$ cat config.mk
export PLATFORM = sky130hd
export DESIGN_NAME = gen_arb_rr_pkt
export DESIGN_NICKNAME = d
export VERILOG_FILES = /design/src/rtl/gen_arb_rr_pkt.sv
export SDC_FILE = /design/constraint.sdc
export NUM_CORES = 1
export LEC_CHECK = 0
export BUFFER_PORTS_ARGS = -buffer_cell sky130_fd_sc_hd__buf_2
export CORE_AREA = 2 2 39 41
export DETAILED_ROUTE_END_ITERATION = 8
export DIE_AREA = 0 0 41 43
export GPL_ROUTABILITY_DRIVEN = 0
export GPL_TIMING_DRIVEN = 0
export HOLD_SLACK_MARGIN = 0.1
export PLACE_DENSITY_LB_ADDON = 0.15
export SYNTH_ARGS = -nofsm -noshare
export SYNTH_HDL_FRONTEND = slang
export SYNTH_SLANG_ARGS = --single-unit
$ cat constraint.sdc
create_clock -name clk -period 2.01 [get_ports clk]
set_input_delay 0.603 -clock clk [delete_from_list [all_inputs] [get_ports clk]]
set_output_delay 0.603 -clock clk [all_outputs]
set_load 0.005 [all_outputs]
$ cat src/rtl/gen_arb_rr_pkt.sv
// gen_arb_rr_pkt: packet-aware round-robin arbiter.
// A requester keeps the grant from its first beat until a beat flagged last
// is accepted; only then does the thermometer priority mask rotate.
// Optional feature macro: GEN_ARB_RR_MAX_BEATS_EN. When it is defined, a grant
// is force-released after MAX_BEATS accepted beats and beat_lim pulses.
//
// state | meaning
// IDLE  | no grant held; arbitrate among rqsts this cycle
// LOCK  | grant held by grnt_idx until eop (or beat-limit release)

module gen_arb_rr_pkt #(
    parameter int WID       = 4,
    parameter int IDX_W     = $clog2(WID),
    parameter int MAX_BEATS = 16
) (
    input  logic             clk,
    input  logic             rst_n,
    input  logic [WID-1:0]   rqsts,
    input  logic [WID-1:0]   lasts,
    input  logic             out_rdy,
    output logic [WID-1:0]   grnts,
    output logic             grnt_vld,
    output logic [IDX_W-1:0] grnt_idx,
    output logic             beat_lim
);

    typedef enum logic {IDLE, LOCK} state_t;

    if (WID < 2 || MAX_BEATS < 1) begin : g_bad_param
        $error("gen_arb_rr_pkt: WID must be >= 2 and MAX_BEATS >= 1");
    end

    state_t             state_q, state_d;
    logic [WID-1:0]     grnts_q, grnts_d;
    logic [IDX_W-1:0]   idx_q, idx_d;
    logic [WID-1:0]     mask_q, mask_d;
    logic [WID-1:0]     pend;
    logic [IDX_W-1:0]   sel_idx;
    logic               acc;
    logic               eop;
    logic               force_rel;

    // Bits above the current holder become the high-priority group next round.
    function automatic logic [WID-1:0] thermo(input logic [WID-1:0] g);
        logic [WID-1:0] t;
        logic           run;
        run = 1'b0;
        for (int i = 0; i < WID; i++) begin
            t[i] = run;
            run  = run | g[i];
        end
        return t;
    endfunction

    assign grnts    = grnts_q;
    assign grnt_vld = |grnts_q;
    assign grnt_idx = idx_q;
    assign acc      = grnt_vld & rqsts[idx_q] & out_rdy;
    assign eop      = acc & lasts[idx_q];

    // Winner selection: lowest masked request, else lowest raw request.
    always_comb begin
        pend    = (|(rqsts & mask_q)) ? (rqsts & mask_q) : rqsts;
        sel_idx = '0;
        for (int i = WID - 1; i >= 0; i--) begin
            if (pend[i]) sel_idx = IDX_W'(i);
        end
    end

`ifdef GEN_ARB_RR_MAX_BEATS_EN
    localparam int CNT_W = (MAX_BEATS > 1) ? $clog2(MAX_BEATS) : 1;

    logic [CNT_W-1:0] cnt_q, cnt_d;
    logic             beat_lim_q;

    assign force_rel = acc & ~lasts[idx_q] & (cnt_q == CNT_W'(MAX_BEATS - 1));
    assign beat_lim  = beat_lim_q;

    // Beat counter: held at zero while idle so every new grant starts fresh.
    always_comb begin
        cnt_d = cnt_q;
        if (state_q == IDLE) cnt_d = '0;
        else if (acc)        cnt_d = cnt_q + CNT_W'(1);
    end

    // Counter and release-pulse registers.
    always_ff @(posedge clk or negedge rst_n) begin
        if (!rst_n) begin
            cnt_q      <= '0;
            beat_lim_q <= 1'b0;
        end else begin
            cnt_q      <= cnt_d;
            beat_lim_q <= force_rel;
        end
    end
`else
    assign force_rel = 1'b0;
    assign beat_lim  = 1'b0;
`endif

    // Next-state: grant on any request in IDLE, release on eop or beat limit.
    always_comb begin
        state_d = state_q;
        grnts_d = grnts_q;
        idx_d   = idx_q;
        mask_d  = mask_q;
        case (state_q)
            IDLE: begin
                if (|rqsts) begin
                    grnts_d          = '0;
                    grnts_d[sel_idx] = 1'b1;
                    idx_d            = sel_idx;
                    state_d          = LOCK;
                end
            end
            LOCK: begin
                if (eop || force_rel) begin
                    grnts_d = '0;
                    idx_d   = '0;
                    mask_d  = thermo(grnts_q);
                    state_d = IDLE;
                end
            end
            default: state_d = IDLE;
        endcase
    end

    // State, grant and mask registers.
    always_ff @(posedge clk or negedge rst_n) begin
        if (!rst_n) begin
            state_q <= IDLE;
            grnts_q <= '0;
            idx_q   <= '0;
            mask_q  <= '0;
        end else begin
            state_q <= state_d;
            grnts_q <= grnts_d;
            idx_q   <= idx_d;
            mask_q  <= mask_d;
        end
    end

endmodule

# [After elaboration in Yosys (flattened, before gate mapping)]
# Index checks and enable logic that the tools add are counted.
[totals] ff_bits=10 latch_bits=0 ram_bits=0 romBits=0 inputBits=11 elab_cells=42 n_memories=0
[classes] add_sub_neg=0 n_mul=0 div=0 n_lt_le_gt_ge=3 eq_ne=2 n_shift=0 muxes=20 bitwise=7 n_reduce_logical=6
[ops] cell="$mux W2" n=6
[ops] cell="$mux W4" n=3
[ops] cell="$reduce_or A4 Y1" n=3
[ops] cell="$pmux W4 S2" n=1
[ops] cell="$lt A2 B3 Y1 const B" n=2
[ops] cell="$mux W1" n=5
[ops] cell="$and A4 B4 Y4" n=1
[ops] cell="$bmux W1 S2" n=2
[ops] cell="$pmux W2 S2" n=1
[ops] cell="$reduce_and A2 Y1" n=2
[ops] cell="$and A1 B1 Y1" n=3
[ops] cell="$demux W1 S2" n=1
[ops] cell="$ge A2 B1 Y1 const B" n=1
[ops] cell="$ne A2 B1 Y1 const B" n=1
[ops] cell="$ne A2 B2 Y1 const B" n=1
[ops] cell="$or A1 B1 Y1" n=2
[ops] cell="$pmux W1 S2" n=1
[ops] cell="$logic_and A1 B1 Y1" n=1
[ops] cell="$not A1 Y1" n=1

# [Longest topological paths before layout]
# Gate-level depths: netlist (run 1).
[logic_depth] depth_word=13 ltp_mapped=5

# [Least setup slack after synthesis (run 1)]
# No wires, ideal clock.
[synth_timing] path_type="input port to flip-flop" startpoint="input lasts[1]" endpoint="register mask_q[1]" setup_ps=125 arrival_time_ps=1664 path_slack_ps=221 cell_stages=4 cell_sequence="nand2_1 a311o_1 or3_4 mux2_4"
[synth_via] elab_chain_len=4
[synth_rtl] element="start, declared" line_no="19" text="input logic [WID-1:0] lasts,"
[synth_rtl] element="$bmux W1 S2" line_no="59" text="assign eop = acc & lasts[idx_q];"
[synth_rtl] element="$mux W1 (not written as such)" line_no="59"
[synth_rtl] element="$and A1 B1 Y1" line_no="59"
[synth_rtl] element="$reduce_and A2 Y1 (no source line)"
[synth_rtl] element="end signal, assigned" line_no="139" text="mask_q <= mask_d;"
[synth_rtl] element="end, declared" line_no="36" text="logic [WID-1:0] mask_q, mask_d;"
# Every way passes these cells. The select of a mux whose other input is x is not followed.
# A chain may end at the register's enable or synchronous reset.

# [Final worst setup path (run 1)]
[layout_timing] startpoint="register grnts_q[3], in the netlist grnts[3]" endpoint="output grnt_vld"
[layout_via] elab_chain_len=1
[layout_rtl] element="start, declared" line_no="34" text="logic [WID-1:0] grnts_q, grnts_d;"
[layout_rtl] element="start signal, assigned" line_no="137" text="grnts_q <= grnts_d;"
[layout_rtl] element="$reduce_or A4 Y1" line_no="56" text="assign grnt_vld = |grnts_q;"
[layout_rtl] element="end, declared" line_no="22" text="output logic grnt_vld,"
# Every way passes these cells.

==> results of run 1 <==
[worst register-to-register path: stages (launching register included)]
cell and delay (ns):
sky130_fd_sc_hd__dfrtp_1 0.49, sky130_fd_sc_hd__and3b_1 0.22, sky130_fd_sc_hd__a311oi_2 0.38, sky130_fd_sc_hd__or3_4 0.23, sky130_fd_sc_hd__mux2_4 0.30
[registers in the layout (all words and copies together), names as in the netlist]
signal    cells
mask_q        3
grnt_idx      2
grnts         4
state_q       1
[power groups by stage]
stage | logic, W | registers, W | clock network, W
2_1_floorplan | 0.000289 | 0.000343 | 0
5_1_grt | 0.000490 | 0.000376 | 0.000198
6_report | 0.000436 | 0.000363 | 0.000181
4_1_cts | 0.000428 | 0.000357 | 0.000186
3_3_place_gp | 0.000413 | 0.000351 | 0
3_5_place_dp | 0.000419 | 0.000357 | 0
[kinds of logic after synthesis]
group	share of synthesized area
buf+inv	0.0591
mux	0.0438
compound gates	0.317
flops	0.438
simple gates	0.136
other cells	0.00656
[synthesized netlist by cell type, types with 2 or more instances]
cell type / count / area share
sky130_fd_sc_hd__o32ai_1: 2 / 0.031
sky130_fd_sc_hd__nand2_1: 4 / 0.026
sky130_fd_sc_hd__o22ai_1: 2 / 0.022
sky130_fd_sc_hd__nor2_1: 3 / 0.020
sky130_fd_sc_hd__nor4_1: 2 / 0.022
sky130_fd_sc_hd__a22o_1: 2 / 0.031
sky130_fd_sc_hd__dfrtp_1: 10 / 0.44
sky130_fd_sc_hd__inv_1: 6 / 0.039
sky130_fd_sc_hd__o21ai_0: 2 / 0.018
[layout make-up]
class / instances / area, µm² / area share
Sequential cell: 10 / 250 / 0.344
Clock buffer: 4 / 36.3 / 0.0498
Inverter: 6 / 22.5 / 0.0309
Timing Repair Buffer: 17 / 85.1 / 0.117
Multi-Input combinational cell: 38 / 303 / 0.416
Buffer: 2 / 11.3 / 0.0155
Tap cell: 16 / 20.0 / 0.0275
[final timing paths]
check | startpoint | end | cells past startpoint
setup / recovery | grnts[3] | grnt_vld | 3
hold / removal | rst_n | mask_q[2] | 1
setup reg to reg | grnt_idx[0] | mask_q[1] | 4
hold reg to reg | mask_q[3] | mask_q[3] | 1
max in group asynchronous | rst_n | state_q | 1
min in group clk | mask_q[3] | mask_q[3] | 1
[per-stage QoR]
step                 util  hold slack (ns)  power (W)   TNS, ns
floorplan               -            0.307   0.000631         0
global placement    0.489            0.475   0.000764  -0.00451
detailed placement  0.489            0.480   0.000776  -0.00175
CTS                 0.520            0.194   0.000972         0
global route        0.526            0.183    0.00106         0
finish              0.526            0.186   0.000981         0
[layer usage]
| layer | wire [µm] | track usage |
|---|---|---|
| met4 | 20 | 0.0800 |
| met1 | 574 | 0.248 |
| met3 | 87 | 0.0471 |
| met2 | 664 | 0.288 |
| met5 | 0 | 0 |
[layout by cell type (no fill, tap or decap), types with 2 or more instances in the layout]
cell type,Yosys,routed
sky130_fd_sc_hd__a22o_1,2,2
sky130_fd_sc_hd__buf_2,0,17
sky130_fd_sc_hd__clkbuf_4,0,3
sky130_fd_sc_hd__dfrtp_1,10,10
sky130_fd_sc_hd__inv_1,6,6
sky130_fd_sc_hd__nand2_1,4,4
sky130_fd_sc_hd__nor2_1,3,3
sky130_fd_sc_hd__o21ai_0,2,2
sky130_fd_sc_hd__o22ai_1,2,2
sky130_fd_sc_hd__o32ai_1,2,2
==> flow_results.org, run 1 <==
** Setup path
- In this run the worst path has a maximum fanout of 5.
- For flop-to-flop paths, the worst setup slack is between 0.2 and 0.3 ns.
- Data on the critical path is required at its endpoint by ~1.4 ns.
- Critical path endpoint category :: output pin
- Worst-path cell with the longest stage delay :: sky130_fd_sc_hd__dfrtp_1
- Type of element launching the critical path :: flop
- The setup path with the least slack is of type reg -> out.
- Data arrives at the worst endpoint at 1.26 ns.
- Critical path's largest stage delay :: ~0.43 ns
- Crit path max-delay family :: flip-flops
- The critical path goes through nor4_4 > inv_1 > buf_2.
- Together, buffers and inverters on the worst path number 2.

** Placement
- During placement, the flow inserted port buffers numbering 17.
- Including well taps, the total number of placed cells is 89.
- Before CTS, the worst setup slack after placement is -0.00175 ns.
- Once placement finished, the instance area stood at ~680 µm².
- Once detailed placement completed, the half-perimeter wirelength came to ~1000 µm.

** Pwr
- The analysis attributes to cell leakage a power of ~0.37 nW.
- Share of power burned in the clock network :: 0.184
- For this design the total switching power over the nets is roughly 0.00037 W.
- Switching portion of total power :: 0.382
- Cell internal pwr :: ~0.00061 W
- The share of total power dissipated in sequential elements is 0.371.
- Of the total power, combinational logic draws 0.445.
- Worst IR drop on VDD :: between 400 and 500 µV
- In this run the power density over the cells is between 1000 and 1500 nW/µm².

** STA
- The number of hold violations in the final report came to 0.
- Number of max-slew violations in the final report :: 0
- Of the available clock period, the critical path in the final layout requires 0.928.
- For this run, the top clock speed supported by timing is ~0.54 GHz.
- Clock skew after layout :: just over 0.0007 ns
- RSZ-0062 raised after global routing :: no
- Counting I/O delays and the setup requirement, the final critical path takes roughly 1.9 ns.
- For the pin with the worst max-slew slack, the measured transition is 0.511 ns.
- Max transition margin :: 0.651
- Setup slack closes at roughly 0.14 ns.
- Final count of negative-setup-slack endpoints :: 0

** CTS
- The number of setup buffers added after CTS is 0.
- Clock latency on the worst-skew pair, taken at its later pin, is 0.26 ns.
- The number of gates resized after CTS was 1.
- In this run, CTS created clock tree buffers numbering 3.
- Total number of H-tree levels :: 1
- Hold repair after CTS inserted 0 buffers.
- Post-CTS clock slew at the launch and capture registers of the worst setup and hold paths :: around 0.070 ns
- CTS tree :: yes
- Largest buffer count on any clock path :: 2
- Clock sink count :: 10
- The tree is rooted in a sky130_fd_sc_hd__clkbuf_4.

** Floorplanning
- The die covers ~1800 µm².
- Number of rows in the core area :: 14
- The total area inside the core boundary comes to ~1400 µm².
- Measured along the y axis, the die boundary spans between 40 and 50 µm.
- Top-Level Pins :: 19
- Overall die width :: a little over 40 µm
- The initial utilization of the core area, before any placement, comes to 0.413.

** Synthesis
- Synthesis inferred 10 register bits.
- Part of the Yosys area used for sequential elements :: 0.438
- Number of enable-type register cells in the synthesized netlist :: 0
- Per-instance average area after synthesis :: about 10 µm²
- Most common flop cell mapped by yosys :: sky130_fd_sc_hd__dfrtp_1
- Count of synthesis-stage warnings from yosys :: 0
- Post-synthesis net count :: 67
- Cell Area, Synth :: around 570 µm²
- Post-synthesis cell type count :: 32
- Gate count of the mapped netlist :: 56
- Proportion of synthesized flip-flops having asynchronous set or reset :: 1.00

** Global routing
- The via count of the first global-routing pass was 506.
- Antenna violations before repair :: 0
- Grt total ovfl :: 0
- Largest net degree at the start of global routing :: 11
- In the global route stage, overall resource usage came out at 0.190.
- The first global-routing pass estimated roughly 2200 µm of wire.

** Cells and area
- For this run, the number of standard cells in the final layout without fillers is 93.
- Ratio of cells with drive above 1 in the final layout :: 0.403
- Once layout is done, the placed cells without fillers occupy around 730 µm².
- Number of diodes :: 0
- Layout filler cell count :: between 100 and 150
- Area Overhead vs Synth :: 27.4%
- Final #Nets :: slightly below 90

** Min path
- The min-delay analysis places its worst path in the category in -> async.

** Status
- The flow ran to the end, and the final reports show no timing, DRC or antenna violations.

** Routing
- Post-detailed-route via-to-cell ratio :: around 5.5
- Total length of routed wires :: between 1000 and 1500 µm
- The detailed router placed between 500 and 600 vias in this run.
- In the final routed layout, each cell accounts on average for approximately 14 µm.
- The detailed router finished its first iteration with 11 violations.
- In the routed design, unresolved DRC markers number 0.
- In this run the remaining antenna-violating nets after routing total 0.
- Number of optimization iterations in the first detailed-route pass :: 4

** Flow run
- Number of maximum-capacitance constraint violations :: 0
(Power assumes the default switching activity.)
==> run 2: changes to the inputs <==
--- a/config.mk
+++ b/config.mk
@@ -13,6 +13,7 @@
 export GPL_TIMING_DRIVEN = 0
 export HOLD_SLACK_MARGIN = 0.1
 export PLACE_DENSITY_LB_ADDON = 0.15
+export SETUP_SLACK_MARGIN = 0.3
 export SYNTH_ARGS = -nofsm -noshare
 export SYNTH_HDL_FRONTEND = slang
 export SYNTH_SLANG_ARGS = --single-unit
==> run 2 against run 1 <==
Against the previous run: clock power decreased by 23%; combinational power up 28%; cell area up 10%; core utilization increased by 5.5 points; sequential share of layout area is 2.8 points lower; register-to-register slack improved by 0.05 ns; largest cell class unchanged; highest routed layer unchanged; largest power group unchanged; final cell count increased by 5.4%; power rose by 8.4%.
==> flow_results.org, run 2 (synthesis results as in run 1) <==
** Routing
- Via Count :: 545 (+5.8%)
- The routed via count divided by cell count came to 5.56 (+0.43%).
- Final routed DRC violation total :: 0 (unchanged)
- The detailed-router iteration count before antenna repair is 4 (unchanged).
- Violation count after the first detailed-routing iteration :: 12 (+1)
- The number of nets still failing antenna checks after routing is 0 (unchanged).
- Routed WL per cell :: 15.2 µm (+5.3%)
- Total length of routed wires :: 1490 µm (+11%)

** Setup path
- Count of cells along the worst register-to-register path :: 4 (unchanged)
- Critical path endpoint category :: output pin
- The slowest stage of the critical path belongs to the cell sky130_fd_sc_hd__dfrtp_1.
- In this run the critical register-to-register path is captured at mask_q[1].
- Worst Setup EP :: grnt_vld
- Worst setup path class :: reg -> out
- In this run the worst setup path begins at grnts[3].
- In this run the critical register-to-register path is launched from grnt_idx[0].
- Required arrival time at the worst endpoint :: 1.41 ns (about the same)
- Max FO, Critical Path :: 3 (-2)
- Arrival @ worst endpoint :: 1.17 ns (-0.09 ns)
- The peak per-stage delay on the critical path was 0.43 ns (about the same).
- Type of element launching the critical path :: flop
- The setup slack of the most critical reg-to-reg path is 0.33 ns (+0.05 ns).
- Critical-path cell list :: nor4_4 > inv_1 > buf_2

** Global routing
- The maximum number of pins on one net before global-route repair was 11 (unchanged).
- Total track usage :: 0.198 (+0.00709)
- The initial antenna violation count came to 0 (unchanged).
- Wire length of the first global-routing pass :: 2310 µm (+4.4%)
- Grt total ovfl :: 0 (unchanged)
- The via count of the first global-routing pass came to 534 (+5.5%).

** STA
- Setup repair after global routing could not meet its margin everywhere.
- Clock skew after layout :: 0.000409 ns (-0.000298 ns)
- Number of max-slew violations in the final report :: 0 (unchanged)
- The shortest clock period the worst path allows after layout was 1.77 ns (-0.0958 ns).
- The accumulated negative setup slack is 0 ns (unchanged).
- Final period util :: 0.880 (-0.0477)
- Fmax :: 0.565 GHz (+5.4%)
- The number of hold violations in the final report is 0 (unchanged).
- The number of setup violations in the final report came to 0 (unchanged).

** Floorplanning
- Overall die width :: 41 µm (unchanged)
- The total I/O pin count is 19 (unchanged).
- The area of the placeable core came to 1380 µm² (unchanged).
- Overall die area :: 1760 µm² (unchanged)
- Chip Height :: 43 µm (unchanged)
- Number of rows in the core area :: 14 (unchanged)
- The initial core utilization is 0.413 (unchanged).

** CTS
- TritonCTS Buffers :: 3 (unchanged)
- The clock sink total is 10 (unchanged).
- Largest buffer count on any clock path :: 2 (unchanged)
- CTS tree :: yes
- Clock latency of the later-clocked register in the worst-skew pair :: 0.26 ns (about the same)
- CTS hold repair buffers :: 0 (unchanged)
- The clock-pin slew on the worst setup and hold paths is 0.07 ns (about the same).
- Clk Tree Root Cell :: sky130_fd_sc_hd__clkbuf_4
- Total number of H-tree levels :: 1 (unchanged)

** Placement
- HPWL after detailed placement :: 1040 µm (-0.66%)
- Area post-placement :: 677 µm² (unchanged)
- Post-placement cell count :: 89 (unchanged)
- The number of I/O port buffers is 17 (unchanged).

** Pwr
- Ratio of total power to cell area :: 1320 nW/µm² (-1.9%)
- Leakage power summed over all cells :: 0.400 nW (+7.8%)
- The internal portion of total power came to 0.000646 W (+6.7%).
- Part of the total power dissipated in combinational logic :: 0.523 (+0.078)
- The power share of the sequential group was 0.346 (-0.025).
- Worst IR drop on VDD :: 502 µV (+2.5%)
- The switching fraction of total power came to 0.392 (+0.00956).
- Sw Pwr :: 0.000416 W (+11%)
- Share of power burned in the clock network :: 0.131 (-0.053)

** Cells and area
- The core occupancy in the finished layout was 0.581 (+0.0552).
- Final #Nets :: 95 (+6.7%)
- From synthesis to final layout, the design area changed by 40.7%.
- The count of inserted antenna diode cells came to 0 (unchanged).
- The layout filler cell count came to 140 (+2.2%).
- Largest register FFs :: 4 (unchanged)
- The ratio of cells with drive above 1 in the final layout is 0.524 (+0.122).
- Post-route design area :: 805 µm² (+10%)
- Non-filler instance count after layout :: 98 (+5.4%)
- Leaving out fill and tap cells, the most frequent cell in the layout is sky130_fd_sc_hd__buf_2.
- In the layout the commonest cells are sky130_fd_sc_hd__buf_2 (14), sky130_fd_sc_hd__buf_4 (7), sky130_fd_sc_hd__dfrtp_1 (7), sky130_fd_sc_hd__inv_1 (5), sky130_fd_sc_hd__nand2_1 (4).

** Status
- Status :: completed

** Min path
- Path type of the worst min-delay path :: in -> async

** Flow run
- The number of violations of the max-capacitance limit was 0 (unchanged).
==> run 2: worst max-delay path: cells and delay by family (launching register included) <==
family | cells | cell delay [ns]
DFF | 1 | 0.43
and+or+nand+nor | 1 | 0.29
buffers and inverters | 2 | 0.18
==> run 2: worst min-delay path by stage <==
stage,cells after the start,to,startpoint,slack [ns]
finish,1,mask_q[2],rst_n,0.19
global route,1,mask_q[3],rst_n,0.19
CTS,1,mask_q[2],rst_n,0.19
detailed placement,1,mask_q[2],rst_n,0.48
global placement,1,mask_q[2],rst_n,0.48
floorplan,0,grnt_idx[0],rst_n,0.31
==> run 2: layout make-up <==
type,instances,area [µm²],share of cell area
buffer,2,12.5,0.0156
clock buffer,3,22.5,0.0280
inverter,6,22.5,0.0280
multi-input combinational,38,324,0.403
sequential,10,254,0.316
tap,16,20.0,0.0249
timing repair buffer,23,149,0.185
==> run 2: power groups by stage <==
stage | Sequential [W] | Clock, W | Combinational, W
final | 0.000367 | 0.000139 | 0.000556
after floorplan | 0.000343 | 0 | 0.000289
after global routing | 0.000377 | 0.000150 | 0.000608
after detailed placement | 0.000356 | 0 | 0.000420
after CTS | 0.000365 | 0.000140 | 0.000509
after global placement | 0.000351 | 0 | 0.000413
==> run 2: layer usage <==
| metal | vias to the layer above | GRT usage | part of all wire |
|---|---|---|---|
| li1 | 262 | - | - |
| met1 | 258 | 0.248 | 0.44 |
| met2 | 21 | 0.309 | 0.49 |
| met3 | 4 | 0.0471 | 0.049 |
| met4 | 0 | 0.0800 | 0.013 |
| met5 | - | 0 | 0 |
==> run 2: metrics by stage <==
stage          total power (W)  worst slack, ns  hold slack, ns
2_1_floorplan         0.000631            0.239           0.307
3_3_place_gp          0.000764           0.0127           0.475
3_5_place_dp          0.000776          0.00147           0.479
4_1_cts                0.00101            0.243           0.194
5_1_grt                0.00114            0.184           0.193
6_report               0.00106            0.241           0.185
==> run 2: what timing repair did <==
item,4_1_cts,5_1_grt
pin swaps,3,1
setup buffers,5,1
gates resized for setup,10,6
setup endpoints to repair,2,7
==> run 3: changes to the inputs <==
--- a/config.mk
+++ b/config.mk
@@ -11,7 +11,8 @@
 export DIE_AREA = 0 0 41 43
 export GPL_ROUTABILITY_DRIVEN = 0
 export GPL_TIMING_DRIVEN = 0
-export HOLD_SLACK_MARGIN = 0.1
+export HOLD_SLACK_MARGIN = 0.05
+export MAX_ROUTING_LAYER = met4
 export PLACE_DENSITY_LB_ADDON = 0.15
 export SETUP_SLACK_MARGIN = 0.3
 export SYNTH_ARGS = -nofsm -noshare
==> run 3 against run 2 <==
Against the previous run: via count is 0.55% lower; power hardly changed; largest cell class unchanged; combinational power hardly changed; critical endpoint unchanged; critical path type unchanged; highest routed layer unchanged.
==> flow_results.org, run 3 (synthesis results as in run 1) <==
** STA
- Fin. Hold Viols :: 0 (unchanged)
- The final number of max-transition violations was 0 (unchanged).
- The shortest clock period the worst path allows after layout is 1.77 ns (-0.0000450 ns).
- Final period util :: 0.880 (about the same)
- Final count of negative-setup-slack endpoints :: 0 (unchanged)
- Post-route setup TNS :: 0 ns (unchanged)
- The highest attainable clock frequency was 0.565 GHz (about the same).
- The clock tree skew after final layout came to 0.000736 ns (+0.000327 ns).
- RSZ-0062 raised after global routing :: yes

** Pwr
- The worst-case vdd ir drop was 501 µV (-0.21%).
- Leakage power summed over all cells :: 0.400 nW (unchanged)
- Sw Pwr :: 0.000416 W (-0.15%)
- Part of the power in registers :: 0.346 (about the same)
- The internal portion of total power came to 0.000646 W (about the same).
- Ratio of total power to cell area :: 1320 nW/µm² (about the same)
- Switching portion of total power :: 0.391 (about the same)
- Share of power burned in the clock network :: 0.131 (about the same)
- The share of total power in combinational logic came to 0.523 (about the same).

** Placement
- The final HPWL from detailed placement was 1040 µm (unchanged).
- The number of I/O port buffers came to 17 (unchanged).
- The count of placed standard cells including taps is 89 (unchanged).

** Routing
- The number of nets still failing antenna checks after routing came to 0 (unchanged).
- The routed wirelength normalized by instance count came to 15.1 µm (-0.94%).
- Violation count after the first detailed-routing iteration :: 12 (unchanged)
- Via Count :: 542 (-0.55%)
- Post-detailed-route via-to-cell ratio :: 5.53 (-0.55%)
- Final routed DRC violation total :: 0 (unchanged)
- Total length of routed wires :: 1480 µm (-0.94%)
- The detailed-router iteration count before antenna repair was 4 (unchanged).

** Setup path
- Critical path endpoint category :: output pin
- Required arrival time at the worst endpoint :: 1.41 ns (about the same)
- Type of element launching the critical path :: flop
- Critical path's largest stage delay :: 0.43 ns (about the same)
- Worst setup path class :: reg -> out
- On the critical path, the stage with the largest delay is an instance of sky130_fd_sc_hd__dfrtp_1.
- Max FO, Critical Path :: 3 (unchanged)
- The data arrival time of the critical path is 1.17 ns (about the same).
- Critical-path cell list :: nor4_4 > inv_1 > buf_2

** CTS
- TritonCTS built the clock tree.
- The clock latency on the worst-skew pair came to 0.26 ns (about the same).
- Largest buffer count on any clock path :: 2 (unchanged)
- The H-tree depth was 1 (unchanged).
- Clk Tree Root Cell :: sky130_fd_sc_hd__clkbuf_4
- The clock-pin slew on the worst setup and hold paths is 0.07 ns (about the same).
- Clock sink count :: 10 (unchanged)
- The clock buffer count from CTS is 3 (unchanged).

** Floorplanning
- Core Box Area :: 1380 µm² (unchanged)
- The area of the die was 1760 µm² (unchanged).
- The initial core utilization is 0.413 (unchanged).
- The floorplan row count came to 14 (unchanged).
- Chip Height :: 43 µm (unchanged)
- Top-Level Pins :: 19 (unchanged)
- Overall die width :: 41 µm (unchanged)

** Status
- Status :: completed

** Global routing
- The residual overflow from global routing was 0 (unchanged).
- The first-pass GRT wire length is 2300 µm (-0.61%).
- The via count of the first global-routing pass came to 535 (+0.19%).
- Antenna violations before repair :: 0 (unchanged)
- The maximum number of pins on one net before global-route repair was 11 (unchanged).
- The combined global-route utilization of all metal layers came to 0.201 (+0.00389).

** Cells and area
- The flip-flop count of the largest register after layout came to 4 (unchanged).
- The net total in the final layout came to 95 (unchanged).
- The non-filler instance count after layout is 98 (unchanged).
- The ratio of cells with drive above 1 in the final layout was 0.524 (unchanged).
- The library cell used most frequently in the layout, excluding fill and tap cells, is sky130_fd_sc_hd__buf_2.
- Area Overhead vs Synth :: 40.7% (unchanged)
- Commonest non-fill, non-tap cells in the layout :: sky130_fd_sc_hd__buf_2 (14), sky130_fd_sc_hd__buf_4 (7), sky130_fd_sc_hd__dfrtp_1 (7), sky130_fd_sc_hd__inv_1 (5), sky130_fd_sc_hd__nand2_1 (4)
- Number of diodes :: 0 (unchanged)

** Min path
- Path type of the worst min-delay path :: in -> async

** Flow run
- Number of maximum-capacitance constraint violations :: 0 (unchanged)
## run 3: cell type report
cell class,instances,area (µm²)
fill,140,579
multi-input combinational,38,324
sequential,10,254
timing repair buffer,23,149
clock buffer,3,22.5
inverter,6,22.5
tap,16,20.0
buffer,2,12.5
## run 3: path summary, 6_finish.rpt
check | from | to | slack (ns) | depth (start not counted)
max in group asynchronous | rst_n | grnt_idx[1] | 1.62 | 1
worst max-delay path | grnts[3] | grnt_vld | 0.24 | 3
worst min register to register | mask_q[3] | mask_q[3] | 0.50 | 1
worst min-delay path | rst_n | mask_q[2] | 0.19 | 1
min in group clk | mask_q[3] | mask_q[3] | 0.50 | 1
worst max register to register | grnt_idx[0] | mask_q[1] | 0.33 | 4
## run 3: critical path: cells and delay by family (launching register included)
| family | cells | cell delay, ns |
|---|---|---|
| flops | 1 | 0.43 |
| simple gates | 1 | 0.29 |
| buf+inv | 2 | 0.18 |
## run 3: metrics by stage
stage	worst slack, ns	util	cell area [µm²]	power, W	hold WS [ns]
floorplan	0.239	-	572	0.000631	0.307
detailed placement	0.00147	0.489	677	0.000776	0.479
global placement	0.0127	0.489	677	0.000764	0.475
global route	0.184	0.581	805	0.00114	0.193
CTS	0.243	0.559	773	0.00101	0.194
finish	0.241	0.581	805	0.00106	0.186
## run 3: power by group through the flow
stage	Clock [W]	Sequential, W	Combinational [W]
after detailed placement	0	0.000356	0.000420
after CTS	0.000140	0.000365	0.000509
final	0.000139	0.000367	0.000556
after global placement	0	0.000351	0.000413
after floorplan	0	0.000343	0.000289
after global routing	0.000150	0.000377	0.000608
## run 3: what timing repair did
| action | in CTS | in global routing |
|---|---|---|
| resized for setup | 10 | 6 |
| buffers inserted | 5 | 1 |
| hold buffers | 0 | 0 |
| pin swaps | 3 | 1 |
| endpoints found under the setup margin | 2 | 7 |
## run 3: metal layers
metal  GRT usage  routed length, µm  up-vias
met2       0.309                733       21
met5           -                  0        -
met1       0.245                651      255
met3      0.0471                 75        4
met4      0.0800                 20        0
li1            -                  -      262
